==> src/rtl/seg_scan_ctrl.sv <==
// Eight-digit multiplexed seven-segment scanner with frame-synchronous double-buffered data.
// Optional leading-zero blanking is enabled by defining SEG_LZB_EN.
module seg_scan_ctrl #(
    parameter int unsigned DIV = 100000
) (
    input  logic        clk,
    input  logic        rst_n,
    input  logic [31:0] data_i,
    input  logic        load_i,
    input  logic [7:0]  en_mask_i,
    output logic        busy_o,
    output logic        frame_o,
    output logic [7:0]  AN,
    output logic [6:0]  hex
);

    localparam int unsigned CW = (DIV > 1) ? $clog2(DIV) : 1;
    typedef logic [CW-1:0] cnt_t;
    localparam cnt_t CNT_MAX = cnt_t'(DIV - 1);

    cnt_t        div_q, div_d;
    logic [2:0]  idx_q, idx_d;
    logic [31:0] pending_q, pending_d;
    logic [31:0] active_q, active_d;
    logic        busy_q, busy_d;
    logic        frame_q, frame_d;
    logic [7:0]  an_q, an_d;
    logic [6:0]  hex_q, hex_d;
    logic        tick, wrap;
    logic [3:0]  nib;
    logic [7:0]  lz;

    function automatic logic [6:0] seg_decode(input logic [3:0] n);
        logic [6:0] s;
        unique case (n)
            4'h0: s = 7'h40;
            4'h1: s = 7'h79;
            4'h2: s = 7'h24;
            4'h3: s = 7'h30;
            4'h4: s = 7'h19;
            4'h5: s = 7'h12;
            4'h6: s = 7'h02;
            4'h7: s = 7'h78;
            4'h8: s = 7'h00;
            4'h9: s = 7'h10;
            4'hA: s = 7'h08;
            4'hB: s = 7'h03;
            4'hC: s = 7'h46;
            4'hD: s = 7'h21;
            4'hE: s = 7'h06;
            default: s = 7'h0E;
        endcase
        return s;
    endfunction

    always_comb begin
        tick      = (div_q == CNT_MAX);
        wrap      = tick && (idx_q == 3'd7);
        div_d     = tick ? '0 : div_q + 1'b1;
        idx_d     = tick ? idx_q + 3'd1 : idx_q;
        pending_d = load_i ? data_i : pending_q;
        busy_d    = busy_q;
        active_d  = active_q;
        if (wrap) begin
            // A load landing exactly on the wrap bypasses the pending buffer.
            busy_d = 1'b0;
            if (load_i) begin
                active_d = data_i;
            end else if (busy_q) begin
                active_d = pending_q;
            end
        end else if (load_i) begin
            busy_d = 1'b1;
        end

        nib = active_d[{idx_d, 2'b00} +: 4];
        lz  = '0;
`ifdef SEG_LZB_EN
        for (int k = 1; k < 8; k++) begin
            lz[k] = ((active_d >> (4 * k)) == 32'd0);
        end
`endif

        // Outputs are computed from next state so the registered pins line up with div/idx.
        an_d = 8'hFF;
        if ((div_d != '0) && en_mask_i[idx_d] && !lz[idx_d]) begin
            an_d[idx_d] = 1'b0;
        end
        hex_d   = seg_decode(nib);
        frame_d = (div_d == CNT_MAX) && (idx_d == 3'd7);
    end

    always_ff @(posedge clk or negedge rst_n) begin
        if (!rst_n) begin
            div_q     <= '0;
            idx_q     <= 3'd0;
            pending_q <= 32'd0;
            active_q  <= 32'd0;
            busy_q    <= 1'b0;
            frame_q   <= 1'b0;
            an_q      <= 8'hFF;
            hex_q     <= 7'h7F;
        end else begin
            div_q     <= div_d;
            idx_q     <= idx_d;
            pending_q <= pending_d;
            active_q  <= active_d;
            busy_q    <= busy_d;
            frame_q   <= frame_d;
            an_q      <= an_d;
            hex_q     <= hex_d;
        end
    end

    assign busy_o  = busy_q;
    assign frame_o = frame_q;
    assign AN      = an_q;
    assign hex     = hex_q;

endmodule

==> config.mk <==
export PLATFORM = sky130hd
export DESIGN_NAME = seg_scan_ctrl
export DESIGN_NICKNAME = d
export VERILOG_FILES = /design/src/rtl/seg_scan_ctrl.sv
export SDC_FILE = /design/constraint.sdc
export NUM_CORES = 1
export LEC_CHECK = 0
export ABC_AREA = 0
export CORE_UTILIZATION = 40
export CTS_CLUSTER_DIAMETER = 200
export DETAILED_ROUTE_END_ITERATION = 10
export PLACE_DENSITY = 0.6
export SETUP_SLACK_MARGIN = 0.3
export SYNTH_ARGS = -nofsm -noshare
export SYNTH_HDL_FRONTEND = slang
export SYNTH_SLANG_ARGS = --single-unit
==> constraint.sdc <==
create_clock -name clk -period 3 [get_ports clk]
set_input_delay 0.3 -clock clk [delete_from_list [all_inputs] [get_ports clk]]
set_output_delay 0.3 -clock clk [all_outputs]
set_load 0.01 [all_outputs]
==> qor.txt <==
ANT cells: 0
Router iterations before antenna repair: 4
Netlist cell types: 60
Asr flop ratio synth: 1.000
CP max stage cell: mux4_2
Remaining routing DRC violations: 0
Mapped Cells: 417
Post-Syn Area: 5139 sq um
Die H: 115.3 um
CTS tree: yes
Vias in the first global route: 4,028
First-pass GRT wire length: 21.15 mm
Crit path capture type: register
Main combinational cell family by area after synthesis: compound AO/OA/AOI/OAI gates
VDD IR max: 0.2436 mV
Gr ovfl total: 0
Status: finished with violations
Number of antenna violations at the first check in global routing: 0
Synth Area in Compound Gates: 0.1797
Post-Syn Nets: 469
Post-Synth XOR/XNOR Area: 0.02727
Ys Warns: 0
Mean Syn Cell Area: 12.32 sq um
Boundary Pins: 60
Final setup viols: 2
Fin nets: 600
Worst path max stage delay: 0.45 ns
Total CTS buffers: 9
Type of the worst min-delay path: in -> async
Crit path DAT: 3.31 ns
Clock tree sinks: 101
Fmax: 0.3288 GHz
Util after Layout: 0.5625
Hold Fails Final Rpt: 0
Post-synthesis simple-gate area fraction: 0.1288
Root buffer cell: clkbuf_16
Worst-path clk slew: 0.07 ns
Clock skew: 0.008262 ns
Starting Density: 0.4089
Port Buffers: 59
Min Tclk post-route: 3.041 ns
Drt total wl: 13.14 mm
Post-DP HPWL: 9.349 mm
Max Cap Viol: 0
Layout overhead on the synthesized area: 37.57%
Worst EP required: 3.27 ns
Total track usage: 0.2127
Worst-Margin Slew: 0.5635 ns
Worst slew margin: 0.6243
Max-slew violations: 0
Die Wd: 115.3 um
Max Buffers Root-to-Sink: 2
CP cell instances: ha_2 > and4_4 > and4_4 > buf_12 > buf_12 > a41o_1 > a221o_1 > a22oi_1 > nand4_1 > buf_4 > ha_4 > mux4_2
Largest net degree at the start of global routing: 61
EDFF count, synth: 0
WP buf/inv: 3
Post-DRT Antenna Nets: 0
RePlAce Congestion: 0.8556
Die area: 13,300 sq um
Violated checks: setup timing
Core ar.: 12,570 sq um
Rows: 41
CP delay by family, top: compound AO/OA/AOI/OAI gates
Critical path depth: 12
Reg2Reg Depth: 12
Routed len/inst: 18.12 um
Setup TNS: -0.04627 ns
Power density cells: 404.7 nW/um^2
DRT iter0 DRCs: 238
R2r setup slk: -0.04 ns
Leak: 3.295 nW
RSZ-0062 raised after global routing: yes
Yosys reg bits: 101
Share of layout cells above drive strength 1: 0.3707
Total number of vias: 3,972
Worst hold margin: 0.4867 ns
Critical-path maximum fanout: 8
Post-synthesis mux area share: 0.1023
Later-pin clock latency in the skew report: 0.36 ns
Synth Flop Type: dfrtp_1
Drt via density: 5.479
Sequential area share after synthesis: 0.4955
Setup WS post-layout: -0.04123 ns
H-tree depth: 3
Critical path startpoint category: register
Area share of fa/ha/maj cells after synthesis: 0.02191
Final Power: 2.861 mW
Critical path class: reg -> reg
Crit share post-route: 1.014
==> cells in the mapped netlist, types with 2 or more instances <==
cell,instances,area share
or3_1,2,0.0024
nand2_2,2,0.0024
a31oi_1,2,0.0024
mux2_2,42,0.092
a221o_1,23,0.045
clkbuf_1,9,0.0066
mux2i_1,3,0.0058
nand2b_1,3,0.0037
nand4b_1,2,0.0034
o32ai_4,3,0.016
buf_4,3,0.0044
nand3_1,7,0.0068
a22oi_1,14,0.020
xnor2_1,9,0.015
a21oi_1,3,0.0029
ha_1,9,0.022
o32ai_2,3,0.0095
nor4bb_1,2,0.0039
dfrtp_1,86,0.42
dfstp_2,15,0.077
and2_1,26,0.032
a22oi_2,5,0.012
buf_6,3,0.0066
buf_2,8,0.0078
nor4_1,3,0.0037
nor3_1,6,0.0058
xor2_1,7,0.012
inv_1,20,0.015
and4_4,2,0.0044
o22ai_1,4,0.0049
and3_1,4,0.0049
or2_2,2,0.0024
nor2_1,7,0.0051
and4_1,4,0.0068
nand2_1,23,0.017
a41o_1,23,0.045
nand4_1,5,0.0061
==> layer usage <==
metal,routed length (um),track usage,part of all wire
met3,509,0.03110,0.039
met2,6509,0.3477,0.50
met1,5762,0.2782,0.44
met5,0,0,0
met4,359,0.1004,0.027
==> sequential cells by signal, summed over array words and instances, names as in the netlist <==
register,count
AN,8
active_q,32
busy_o,1
div_q,17
frame_o,1
hex,7
idx_q,3
pending_q,32
==> where the power goes <==
group          total, mW  internal [mW]  switching [mW]
logic              0.178          0.100          0.0777
clock network       1.25          0.753           0.501
registers           1.43           1.41          0.0221
total               2.86           2.26           0.600
==> placed cells by master, fill, tap and decap left out, drive strengths merged, types with 19 or more instances in the layout <==
cell | Yosys | layout
clkdlybuf4s50 | 0 | 58
buf | 16 | 84
dfrtp | 86 | 86
inv | 20 | 20
and2 | 26 | 26
a221o | 23 | 23
a41o | 23 | 23
a22oi | 19 | 19
nand2 | 25 | 25
mux2 | 42 | 42
==> layout make-up <==
type	count	area, sq um
Timing Repair Buffer	143	1306
Tap cell	172	215.2
Clock buffer	12	246.5
Fill cell	1083	5499
Clock inverter	4	72.57
Sequential cell	101	2546
Inverter	20	80.08
Multi-Input combinational cell	273	2603
==> metrics by stage <==
stage | setup WS [ns] | cell area, sq um | cells
2_1_floorplan | -0.1461 | 5180 | 417
3_3_place_gp | -0.1414 | 6449 | 699
3_5_place_dp | -0.1638 | 6449 | 699
4_1_cts | -0.02698 | 6915 | 724
5_1_grt | -0.1992 | 7069 | 725
6_report | -0.04123 | 7069 | 725
==> worst paths after layout <==
path                                     from             to
max in group asynchronous               rst_n         hex[0]
worst min register to register  pending_q[15]  pending_q[15]
worst max-delay path                 div_q[0]         hex[3]
worst max register to register       div_q[0]         hex[3]
min in group clk                pending_q[15]  pending_q[15]
worst min-delay path                    rst_n  pending_q[19]
==> timing repair <==
action,CTS,global route
gates cloned,2,0
setup endpoints to repair,7,15
resized for setup,15,25
buffers inserted,6,1
pin swaps,14,12
hold endpoints to repair,33,0
hold buffers,1,0
==> cells by family after synthesis <==
group | count (synthesis)
fa+ha+maj | 9
compound gates | 92
mux | 46
buf+inv | 45
xor+xnor | 16
flops | 101
simple gates | 108
No activity file was read; power rests on OpenSTA's default activity.
